**src/rtl/shift_reg_sequencer.sv**
```systemverilog
// shift_reg_sequencer: command-driven sequencer for a WIDTH-bit load/shift/rotate register.
// Accepts one command at a time over valid/ready and steps the register one position per clock.
// Defining SHREG_SEQ_ABORT_EN adds the abort input and the aborted status output.
module shift_reg_sequencer #(
   parameter int unsigned WIDTH = 8,
   parameter int unsigned CNT_W = 4
) (
   input  logic             Clk,
   input  logic             reset,
   input  logic             cmd_valid,
   output logic             cmd_ready,
   input  logic [1:0]       cmd_op,
   input  logic [CNT_W-1:0] cmd_count,
   input  logic [WIDTH-1:0] cmd_data,
   input  logic             serial_in,
   output logic [WIDTH-1:0] Q,
   output logic             serial_out,
   output logic             busy,
`ifdef SHREG_SEQ_ABORT_EN
   input  logic             abort,
   output logic             aborted,
`endif
   output logic             done
);

   typedef enum logic [1:0] {
      StIdle,
      StLoad,
      StShift,
      StDone
   } state_e;

   typedef enum logic [1:0] {
      OpLoad = 2'b00,
      OpShl  = 2'b01,
      OpShr  = 2'b10,
      OpRotl = 2'b11
   } op_e;

   localparam logic [CNT_W-1:0] CntOne = CNT_W'(1);

   state_e           state_q, state_d;
   op_e              op_q, op_d;
   logic [CNT_W-1:0] cnt_q, cnt_d;
   logic [WIDTH-1:0] data_q, data_d;
   logic [WIDTH-1:0] q_q, q_d;
   logic             sout_q, sout_d;
`ifdef SHREG_SEQ_ABORT_EN
   logic             aborted_q, aborted_d;
`endif

   // Result of one single-position step of the latched shift/rotate operation
   logic [WIDTH-1:0] step_q;
   logic             step_out;

   // Single-step datapath: the value Q and serial_out would take on a shift edge
   always_comb begin
      step_q   = q_q;
      step_out = sout_q;
      unique case (op_q)
         OpShl: begin
            step_q   = {q_q[WIDTH-2:0], serial_in};
            step_out = q_q[WIDTH-1];
         end
         OpShr: begin
            step_q   = {serial_in, q_q[WIDTH-1:1]};
            step_out = q_q[0];
         end
         OpRotl: begin
            step_q   = {q_q[WIDTH-2:0], q_q[WIDTH-1]};
            step_out = q_q[WIDTH-1];
         end
         default: begin
            // LOAD never reaches the shift state; hold the register
            step_q   = q_q;
            step_out = sout_q;
         end
      endcase
   end

   // Next-state and datapath update for the command sequencer
   always_comb begin
      state_d   = state_q;
      op_d      = op_q;
      cnt_d     = cnt_q;
      data_d    = data_q;
      q_d       = q_q;
      sout_d    = sout_q;
`ifdef SHREG_SEQ_ABORT_EN
      aborted_d = aborted_q;
`endif
      unique case (state_q)
         StIdle: begin
            if (cmd_valid) begin
               op_d   = op_e'(cmd_op);
               cnt_d  = cmd_count;
               data_d = cmd_data;
               if (op_e'(cmd_op) == OpLoad) begin
                  state_d = StLoad;
               end else if (cmd_count != '0) begin
                  state_d = StShift;
               end else begin
                  // Zero-length shift: complete without touching the register
                  state_d = StDone;
               end
            end
         end
         StLoad: begin
            q_d     = data_q;
            state_d = StDone;
         end
         StShift: begin
`ifdef SHREG_SEQ_ABORT_EN
            if (abort) begin
               // Abort wins over the step scheduled for this edge
               aborted_d = 1'b1;
               state_d   = StDone;
            end else begin
               q_d    = step_q;
               sout_d = step_out;
               cnt_d  = cnt_q - CntOne;
               if (cnt_q == CntOne) begin
                  state_d = StDone;
               end
            end
`else
            q_d    = step_q;
            sout_d = step_out;
            cnt_d  = cnt_q - CntOne;
            if (cnt_q == CntOne) begin
               state_d = StDone;
            end
`endif
         end
         StDone: begin
`ifdef SHREG_SEQ_ABORT_EN
            aborted_d = 1'b0;
`endif
            state_d = StIdle;
         end
         default: begin
            state_d = StIdle;
         end
      endcase
   end

   // State and datapath registers with synchronous active-high reset
   always_ff @(posedge Clk) begin
      if (reset) begin
         state_q   <= StIdle;
         op_q      <= OpLoad;
         cnt_q     <= '0;
         data_q    <= '0;
         q_q       <= '0;
         sout_q    <= 1'b0;
`ifdef SHREG_SEQ_ABORT_EN
         aborted_q <= 1'b0;
`endif
      end else begin
         state_q   <= state_d;
         op_q      <= op_d;
         cnt_q     <= cnt_d;
         data_q    <= data_d;
         q_q       <= q_d;
         sout_q    <= sout_d;
`ifdef SHREG_SEQ_ABORT_EN
         aborted_q <= aborted_d;
`endif
      end
   end

   // Status outputs decode directly from the state register
   assign cmd_ready  = (state_q == StIdle);
   assign busy       = (state_q != StIdle);
   assign done       = (state_q == StDone);
   assign Q          = q_q;
   assign serial_out = sout_q;
`ifdef SHREG_SEQ_ABORT_EN
   assign aborted    = aborted_q;
`endif

endmodule
```
**config.mk**
```make
export PLATFORM = sky130hd
export DESIGN_NAME = shift_reg_sequencer
export DESIGN_NICKNAME = d
export VERILOG_FILES = /design/src/rtl/shift_reg_sequencer.sv
export SDC_FILE = /design/constraint.sdc
export NUM_CORES = 1
export LEC_CHECK = 0
export CORE_ASPECT_RATIO = 0.6
export CORE_MARGIN = 2
export CORE_UTILIZATION = 30
export CTS_BUF_LIST = sky130_fd_sc_hd__clkbuf_8
export CTS_CLUSTER_SIZE = 14
export DETAILED_ROUTE_END_ITERATION = 16
export PLACE_DENSITY = 0.59
export SKIP_LAST_GASP = 1
export SYNTH_ARGS = -nofsm -noshare
export SYNTH_HDL_FRONTEND = slang
export SYNTH_SLANG_ARGS = --single-unit
```
**constraint.sdc**
```tcl
create_clock -name Clk -period 5.1 [get_ports Clk]
set_clock_uncertainty 0.05 [all_clocks]
set_input_delay 0.765 -clock Clk [delete_from_list [all_inputs] [get_ports Clk]]
set_output_delay 0.765 -clock Clk [all_outputs]
set_load 0.02 [all_outputs]
```
Word-level counts from Yosys, hierarchy flattened
Index checks and enable logic that the tools add are counted.
{"block": "op_classes", "n_addsub": 1, "n_reduce_logical": 13, "eq_ne": 10, "n_mux": 10}
{"operator": "$pmux 8 s3", "n": 1}
{"operator": "$pmux 8 s2", "n": 1}
{"operator": "$reduce_and 2->1", "n": 5}
{"operator": "$eq 2x2->1 const B", "n": 4}
{"operator": "$pmux 2 s4", "n": 1}
{"operator": "$pmux 4 s2", "n": 1}
{"operator": "$reduce_bool 2->1", "n": 4}
{"operator": "$mux 2", "n": 3}
{"operator": "$eq 2x1->1 const B", "n": 2}
{"operator": "$eq 4x1->1 const B", "n": 1}
{"operator": "$logic_not 2->1", "n": 2}
{"operator": "$mux 4", "n": 1}
{"operator": "$ne 2x2->1 const B", "n": 2}
{"operator": "$ne 4x1->1 const B", "n": 1}
{"operator": "$reduce_bool 4->1", "n": 1}
{"operator": "$sub 4x1->4 const B", "n": 1}
{"operator": "$pmux 1 s2", "n": 1}
{"operator": "$reduce_or 2->1", "n": 1}
{"operator": "$mux 1", "n": 1}
{"block": "totals", "in_bits": 18, "register_bits": 25, "out_inout_bits": 12, "word_cells": 40}

Depth between registers and ports, before layout
{"block": "depth", "depth_word": 5, "mapped_depth": 7, "mapped_depth_nobuf": 6}

Worst setup path before layout
OpenSTA, ideal clock, no wires.
{"block": "synth_path", "path_kind": "register to output", "startpoint": "reg state_q[0]", "endpoint": "out busy", "path_stages_with_launch": 4, "t_arrival_ns": 0.902, "setup_slack_ns": 3.383, "required_time_ns": 4.285, "n_path_buf": 0, "cell_sequence": "dfxtp_1 -> inv_1 -> ha_1 -> inv_1"}
{"block": "synth_via", "elab_chain_len": 1}
{"element": "start: declaration", "line": "42", "rtl": "state_e state_q, state_d;"}
{"element": "start signal: assignment", "line": "150", "rtl": "state_q <= StIdle;"}
{"element": "start signal: assignment", "line": "160", "rtl": "state_q <= state_d;"}
{"element": "$reduce_bool 2->1", "line": "174", "rtl": "assign busy = (state_q != StIdle);"}
{"element": "end: declaration", "line": "18", "rtl": "output logic busy,"}
Every way passes these cells.

Final worst setup path
{"block": "layout_path", "startpoint": "reg state_q[1]", "endpoint": "out busy"}
The elaborated chain is that of the path after synthesis.

==> results.txt <==
----------------------------------------------------
[STA]
  RSZ-0062 raised after global routing ... false
  Final period utilization ... 49.0%
  Pin slew with the least headroom to its limit ... 0.756 ns
  Fin Setup TNS ... 0 ns
  Min Tclk post-route ... 2.50 ns
  Setup violators final ... 0
  Relative slew slack ... 49.4%
  Final hold violations ... 0
  Pins Over Slew Limit ... 0
  Highest clock rate ... 0.401 GHz

[Layout]
  Multi-input combinational cell area ... 753 um^2
  Layout net count ... 223
  Ant. Diodes ... 0
  Register Area ... 500 um^2
  Share of layout cells above drive strength 1 ... 3.11%
  Synth-to-Final Area Change ... 29.1%
  Filler Cells Inserted ... 459
  Post-route insts no fill ... about 250

[Synthesis]
  Number of register bits inferred by synthesis ... 25
  Most repeated cell in the gate-level netlist after synthesis ... nand2_1
  Post-synth top area share ... between 30% and 40%
  Predominant post-synthesis flop cell ... dfxtp_1
  Net count of the mapped netlist ... 195
  Post-Synthesis Cells ... 166
  Yosys warning total ... 0
  Top cells by area in the synthesized netlist ... dfxtp_1 38%, nand2_1 12%, ha_1 10%, a22o_1 6.0%, nor2_1 5.7%
  Average footprint of a synthesized cell ... 7.91 um^2
  Cell taking the most area after synthesis ... dfxtp_1
  Proportion of synthesized flip-flops having asynchronous set or reset ... 0%
  Top cells by count, synth ... 41 x nand2_1, 25 x dfxtp_1, 20 x nor2_1, 14 x a21oi_1, 11 x ha_1
  Number of enable flip-flop cells after synthesis ... 0
  Unique masters post-synth ... 32
  Post-synth design cell area ... about 1300 um^2
  Register area share after synthesis ... 38.1%

[Pwr]
  Power share of the sequential group ... about 37%
  Net switching power ... 0.348 mW
  Int Power ... 0.489 mW
  Worst vdd rail ir drop ... 119 uV
  Pleak ... approximately 0.63 nW
  Combinational power share ... about 49%
  Pwr per Cell Area ... 494 nW/um^2
  Switching Share ... 41.6%
  Share of total power in the clock network ... 13.6%

[Die]
  Starting density of the core ... 31.7%
  Die Wd ... 89.4 um
  Chip Height ... about 55 um
  Full die area ... 4940 um^2
  Number of cell rows ... 18
  Number of I/O pins ... 30
  Core Box Area ... 4140 um^2

[Detailed routing]
  Total wire length ... 3100 um
  Via-to-Cell Ratio ... roughly 4.7
  Violation count after the first detailed-routing iteration ... 101
  Wirelength per Cell ... approximately 12 um
  Detailed-router iteration count before antenna repair ... 4
  Post-route ant nets ... 0
  Number of remaining DRC errors ... 0
  Vias ... 1,180

[GRT]
  Initial antenna violation count ... 0
  Remaining Overflow, GRT ... 0
  Global routing usage summed across all routing layers ... a little over an eighth
  Wire length of the first global-routing pass ... 5180 um
  Maximum number of pins on one net before global-route repair ... 23
  Vias in the first global route ... 1,096

[Worst setup path]
  R2R depth ... 6
  Reg-to-reg critical path endpoint ... state_q[1]
  CP Class ... register to output pin
  R2R setup slack ... 2.76 ns
  Kind of start point of the critical path ... register
  Critical R2R Launch ... state_q[0]
  Worst setup path startpoint ... state_q[1]
  Worst setup EP type ... output pin
  CP Data Arrival Time ... 1.68 ns
  Crit path to ... busy
  Critical path data required time ... between 4 and 5 ns
  Worst-path fanout max ... 5

[Placement]
  Gpl congestion ... 0.832
  HPWL reported at the end of detailed placement ... 2390 um
  Placed Cells ... 249
  Count of buffers from port buffering ... 29

[CTS]
  Number of clock sinks seen by CTS ... 25
  Clk_lat worst skew ... 0.27 ns
  Buffer depth of the longest clock path ... 2
  TritonCTS clock tree ... yes
  Number of clock buffers inserted by TritonCTS ... 3
  CTS root buf ... clkbuf_8
  CTS HTree Levels ... 1
  Resized cells post-CTS ... 0
  Post-CTS setup buffer count ... 0
  Hold buffer count at cts ... 0
  Clk pin slew, worst setup/hold paths ... roughly 0.080 ns

[Hold path]
  Worst hold path type ... register to register

[Status]
  Status ... finished, final reports clean

[Run]
  Max-capacitance violation count ... 0

----------------------------------------------------
routing by layer:
metal	wire (um)	vias up	GRT usage, %
met5	0	-	0
met4	17	0	1.92
met3	187	4	4.78
met2	1110	27	16.4
met1	1780	523	22.3
li1	-	626	-
power by group through the flow:
stage / clock network, mW / registers, mW / logic [mW]
floorplan: 0 / 0.326 / 0.260
global placement: 0 / 0.312 / 0.414
detailed placement: 0 / 0.312 / 0.412
CTS: 0.119 / 0.308 / 0.414
global route: 0.128 / 0.319 / 0.462
finish: 0.114 / 0.309 / 0.414
cells by family after synthesis:
group                      after synthesis  share of synthesized area (%)
and+or+nand+nor                         69                           21.8
AOI/OAI and AO/OA                       45                           23.5
muxes                                    2                           1.62
buffers and inverters                   14                           4.48
adders and majority gates               11                           10.5
DFF                                     25                           38.1
flip-flops by register name, indices dropped and copies added (netlist names):
name	count
Q	8
cnt_q	4
op_q	2
serial_out	1
state_q	2
data_q	8
cell usage in the layout, fill, tap and decap left out:
cell type	Yosys	layout
clkinv_1	1	1
or3_1	1	1
nor2_1	20	20
a31oi_1	7	7
mux2_2	1	1
o21bai_1	1	1
mux2i_1	1	1
o21ai_0	4	4
and2_1	1	1
ha_1	11	11
a21oi_4	1	1
clkbuf_8	0	3
a21oi_1	14	14
inv_1	7	8
and2b_1	1	1
nand2_1	41	41
nor3_1	1	1
a22o_1	9	9
dfxtp_1	25	25
a311oi_1	1	1
o22ai_1	1	1
a41oi_1	1	1
a221oi_1	1	1
nor4_1	1	1
a22oi_1	2	2
a211oi_1	1	1
or3b_4	1	1
nor3b_1	2	2
o2bb2ai_1	1	1
clkdlybuf4s50_1	0	29
o211ai_1	1	1
worst max-delay path, cell delays in order, from the launching register on:
cell             delay, ns
dfxtp_1               0.40
inv_1                 0.09
ha_1                  0.24
inv_1                 0.09
clkdlybuf4s50_1       0.60
worst min-delay path by stage:
stage                     startpoint   endpoint  slack (ns)  cells after the start
after global routing       data_q[7]  data_q[7]        0.44                      2
after global placement     data_q[6]  data_q[6]        0.39                      2
after floorplan            data_q[0]  data_q[0]        0.39                      2
after detailed placement   data_q[6]  data_q[6]        0.40                      2
after CTS                  data_q[6]  data_q[6]        0.41                      2
final                      data_q[6]  data_q[6]        0.41                      2
cell type report:
type | instances | area share, %
sequential | 25 | 29.5
timing repair buffer | 29 | 17.1
clock buffer | 3 | 2.44
inverter | 8 | 1.77
multi-input combinational | 127 | 44.5
clock inverter | 1 | 0.222
tap | 60 | 4.43
stage by stage:
step                setup WS [ns]  cell area, um^2  hold WS (ns)  utilization (%)  power (mW)
global placement             2.64             1650         0.395             39.8       0.726
CTS                          2.59             1690         0.410             40.9       0.841
finish                       2.60             1690         0.406             40.9       0.837
global route                 2.49             1690         0.438             40.9       0.908
detailed placement           2.63             1650         0.398             39.8       0.724
floorplan                    3.38             1310         0.387                -       0.585
No activity file was read; power rests on OpenSTA's default activity.
==> RTL change 1, RTL diff (config.mk and constraints unchanged) <==
Encoding of `state_e`: now one-hot (4 bits for 4 states).
--- a/src/rtl/shift_reg_sequencer.sv
+++ b/src/rtl/shift_reg_sequencer.sv
@@ -23,11 +23,11 @@
    output logic             done
 );
 
-   typedef enum logic [1:0] {
-      StIdle,
-      StLoad,
-      StShift,
-      StDone
+   typedef enum logic [3:0] {
+      StIdle  = 4'b0001,
+      StLoad  = 4'b0010,
+      StShift = 4'b0100,
+      StDone  = 4'b1000
    } state_e;
 
    typedef enum logic [1:0] {
Function: same outputs for any inputs over 10 cycles, from zero or initial values and one cycle with reset high; not proved beyond that.
==> RTL change 1 against the original RTL <==
Count of clock-buffer cells in the layout unchanged; power down 13%; first-iteration DRC count down 35%; hold slack better by 7.6 ps; worst setup slack worse by 370 ps; critical path depth down 1; via count up 12%; sequential cell count up 2; routed wire length up 19%; non-clock buffer count up 2; area after synthesis up 10%; global-route usage up 1.3 points; cell area up 6.1%; critical endpoint is now cmd_ready; largest power group unchanged.
==> RTL change 1: results (changes against the original RTL) <==
Sw Share = 40.45% (was 41.59%)
final hold slack = 413.4 ps (was 405.8 ps)
worst hold path endpoint = data_q[3] (was data_q[6])
Detail Placement HPWL = 2.644 mm (was 2.389 mm)
run status = completed (unchanged)
largest net degree at the start of global routing = 26 (was 23)
final wirelength = 3.678 mm (was 3.097 mm)
min-delay src = data_q[3] (was data_q[6])
VDD IR max = 0.1279 mV (was 0.1188 mV)
reg2reg start = state_q[0] (unchanged)
share of layout cells above drive strength 1 = 8.290% (was 3.109%)
Routability Congestion = 0.7627 (was 0.8319)
Detailed Route Iter0 Violations = 66 (was 101)
dominant cells by area after synthesis = dfxtp_1 37%, a21oi_1 6.9%, nand2_1 6.2%, ha_1 5.2%, a221o_1 4.8% (was dfxtp_1 38%, nand2_1 12%, ha_1 10%, a22o_1 6.0%, nor2_1 5.7%)
type of the worst min-delay path = reg -> reg (unchanged)
DR WL/cell = 14.37 um (was 12.24 um)
worst reg2reg setup slack = 3180 ps (was 2760 ps)
synth-to-layout area growth = 23.90% (was 29.07%)
post-CTS sizing = 0 (unchanged)
Vias per Instance = 5.164 (was 4.664)
number of cells on the critical path = 3 (was 4)
Post-synth top cells = 27 x dfxtp_1, 24 x nand2_1, 20 x a21oi_1 (was 41 x nand2_1, 25 x dfxtp_1, 20 x nor2_1)
nets = 218 (was 223)
clk slew on worst S/H paths = 100 ps (was 80 ps)
worst hold path depth = 2 (unchanged)
vias in the first global route = 1211 (was 1096)
Placed Cells = 252 (was 249)
Worst Path Arrival = 2050 ps (was 1680 ps)
Leakage = 0.5962 nW (was 0.6307 nW)
GRT Overall Usage = 14.71% (was 13.45%)
sequential fraction of the synthesis area = 37.27% (was 38.13%)
Layout fillers = 490 (was 459)
slew of the pin with the lowest slew margin = 599.2 ps (was 756.0 ps)
synth unique cells = 41 (was 32)
initial antenna violation count = 0 (unchanged)
CP Max Fanout = 11 (was 5)
Setup crit end = cmd_ready (was busy)
dpl cell area = 1748 sq um (was 1649 sq um)
-- RTL change 1: changes by cell type in the layout (fill, tap and decap cells not counted), sizes merged, moves of 8 or more --
cell,change
a21oi,+8
a22o,-9
nand2,-17
o2111ai,+8
o21ai,+10
-- RTL change 1: power by group through the flow --
stage | logic [mW] | registers (mW) | clock network, mW
6_report | 0.310 | 0.290 | 0.127
3_3_place_gp | 0.313 | 0.292 | 0
5_1_grt | 0.346 | 0.296 | 0.136
2_1_floorplan | 0.270 | 0.272 | 0
3_5_place_dp | 0.311 | 0.294 | 0
4_1_cts | 0.312 | 0.289 | 0.128
-- RTL change 1: cell type report --
cell class | count | area share [%]
Clock buffer | 3 | 2.298
Clock inverter | 1 | 0.4178
Inverter | 6 | 1.532
Multi-Input combinational cell | 125 | 44.29
Sequential cell | 27 | 30.08
Tap cell | 63 | 4.387
Timing Repair Buffer | 31 | 16.99
-- RTL change 1: logic make-up after synthesis --
kind of cell | synth area share (%)
AO/OA/AOI/OAI | 29.60
buffers and inverters | 8.283
XOR/XNOR | 0.6041
adder cells (fa/ha/maj) | 5.177
flip-flops | 37.27
AND/OR/NAND/NOR | 19.07
-- RTL change 1: metrics by stage --
step / setup WS (ps) / power [mW]
5_1_grt: 2174 / 0.7774
3_3_place_gp: 2569 / 0.6049
4_1_cts: 2235 / 0.7298
3_5_place_dp: 2562 / 0.6043
2_1_floorplan: 3073 / 0.5421
6_report: 2238 / 0.7267
-- RTL change 1: metal layers --
layer	track usage [%]	part of all wire, %	up-vias	routed length (um)
li1	-	-	669	-
met1	23.75	55	614	2037
met2	19.69	39	37	1431
met3	3.901	5.4	2	198
met4	1.863	0.27	0	10
met5	0	0	-	0
==> RTL change 2, RTL diff (config.mk and constraints unchanged) <==
Without the edit above. Change the parameter `CNT_W` from 4 to 6.
--- a/src/rtl/shift_reg_sequencer.sv
+++ b/src/rtl/shift_reg_sequencer.sv
@@ -3,7 +3,7 @@
 // Defining SHREG_SEQ_ABORT_EN adds the abort input and the aborted status output.
 module shift_reg_sequencer #(
    parameter int unsigned WIDTH = 8,
-   parameter int unsigned CNT_W = 4
+   parameter int unsigned CNT_W = 6
 ) (
    input  logic             Clk,
    input  logic             reset,
Ports: changed (resized cmd_count); port bits go from 30 to 32. The function was not compared with the original's and may differ.
==> RTL change 2 against the original RTL <==
Routed wire length grew 17%; cell area is 8.1% higher; power rose by 16%; sequential cell count rose by 2; hold slack improved by 8.9 ps; area after synthesis increased by 9.7%; sequential share of layout area about the same; worst setup slack lost 40 ps; critical path type unchanged.
==> RTL change 2: results (changes against the original RTL) <==
Layout fillers = 475 (was 459)
Post-Syn Instances = 178 (was 166)
Setup Fix Bufs, Post-CTS = 0 (unchanged)
Leakage = 0.6906 nW (was 0.6307 nW)
largest net degree at the start of global routing = 24 (was 23)
Net Count, Synth = 208 (was 195)
Detail Placement HPWL = 2.679 mm (was 2.389 mm)
Routability Congestion = 0.8000 (was 0.8319)
Worst Path Arrival = 1720 ps (was 1680 ps)
initial antenna violation count = 0 (unchanged)
DR WL/cell = 13.53 um (was 12.24 um)
CP Max Fanout = 6 (was 5)
Vias per Instance = 4.966 (was 4.664)
Placed Cells = 263 (was 249)
first-pass GRT wire length = 5.858 mm (was 5.181 mm)
post-CTS sizing = 0 (unchanged)
vias in the first global route = 1127 (was 1096)
Pre-antenna DRT Iters = 4 (unchanged)
CTS Buf Count = 3 (unchanged)
Detailed Route Iter0 Violations = 61 (was 101)
share of layout cells above drive strength 1 = 3.431% (was 3.109%)
nets = 235 (was 223)
run status = completed (unchanged)
Post-synth top cells = 29 x nor2_1, 27 x dfxtp_1, 25 x nand2_1 (was 41 x nand2_1, 25 x dfxtp_1, 20 x nor2_1)
PortBufs = 31 (was 29)
Synth async-reset ratio = 0% (unchanged)
dominant cells by area after synthesis = dfxtp_1 38%, ha_1 8.7%, nor2_1 7.6%, a21oi_1 6.6%, nand2_1 6.5% (was dfxtp_1 38%, nand2_1 12%, ha_1 10%, a22o_1 6.0%, nor2_1 5.7%)
via count = 1326 (was 1180)
synth unique cells = 37 (was 32)
Clock Latency Late Sink = 270 ps (about the same)
GRT Overall Usage = 13.88% (was 13.45%)
VDD IR max = 0.1483 mV (was 0.1188 mV)
CTS root buf = clkbuf_8 (unchanged)
Worst slew margin = 41.16% (was 49.45%)
sequential fraction of the synthesis area = 37.53% (was 38.13%)
RTL change 2: area by class of cell:
type,instances,share of cell area [%]
clock inverters,1,0.2051
flip-flops and latches,27,29.53
repair buffers,31,16.95
clock buffers,3,2.256
inverters,8,1.640
well taps,63,4.306
multi-input cells,134,45.11
RTL change 2: cells by family (layout without fill, tap and decap cells):
| family | Yosys count | count (layout) | synth area share (%) |
|---|---|---|---|
| flip-flops | 27 | 27 | 37.53 |
| adder cells (fa/ha/maj) | 10 | 10 | 8.688 |
| buffers and inverters | 17 | 43 | 5.126 |
| multiplexers | 1 | 1 | 0.6951 |
| AND/OR/NAND/NOR | 68 | 68 | 21.03 |
| AO/OA/AOI/OAI | 55 | 55 | 26.94 |
RTL change 2: power breakdown:
| group | internal, mW | switching, mW |
|---|---|---|
| registers | 0.273 | 0.0649 |
| clock network | 0.0540 | 0.0648 |
| logic | 0.217 | 0.300 |
| total | 0.545 | 0.430 |
RTL change 2: worst paths after layout:
path                            slack, ps  cells after the start        end       start
worst max-delay path                 2560                      4       busy  state_q[0]
worst max register to register       2620                      6       Q[6]  state_q[0]
worst min-delay path                  410                      2  data_q[2]   data_q[2]
worst min register to register        410                      2  data_q[2]   data_q[2]
RTL change 2: critical path: stages, from the launching register on:
cell	delay, ps
dfxtp_1	380
inv_1	90
ha_1	300
inv_2	80
clkdlybuf4s50_1	600
RTL change 2: routing by layer:
layer	vias to the layer above	wire length [um]	track usage, %
li1	689	-	-
met1	591	1984	23.54
met2	44	1354	17.06
met3	2	264	3.771
met4	0	10	1.891
met5	-	0	0
RTL change 2: per-stage QoR:
stage / area (sq um) / worst slack (ps)
after floorplan: 1440 / 3389
after global placement: 1785 / 2524
after detailed placement: 1785 / 2502
after CTS: 1831 / 2564
after global routing: 1831 / 2442
final: 1831 / 2564
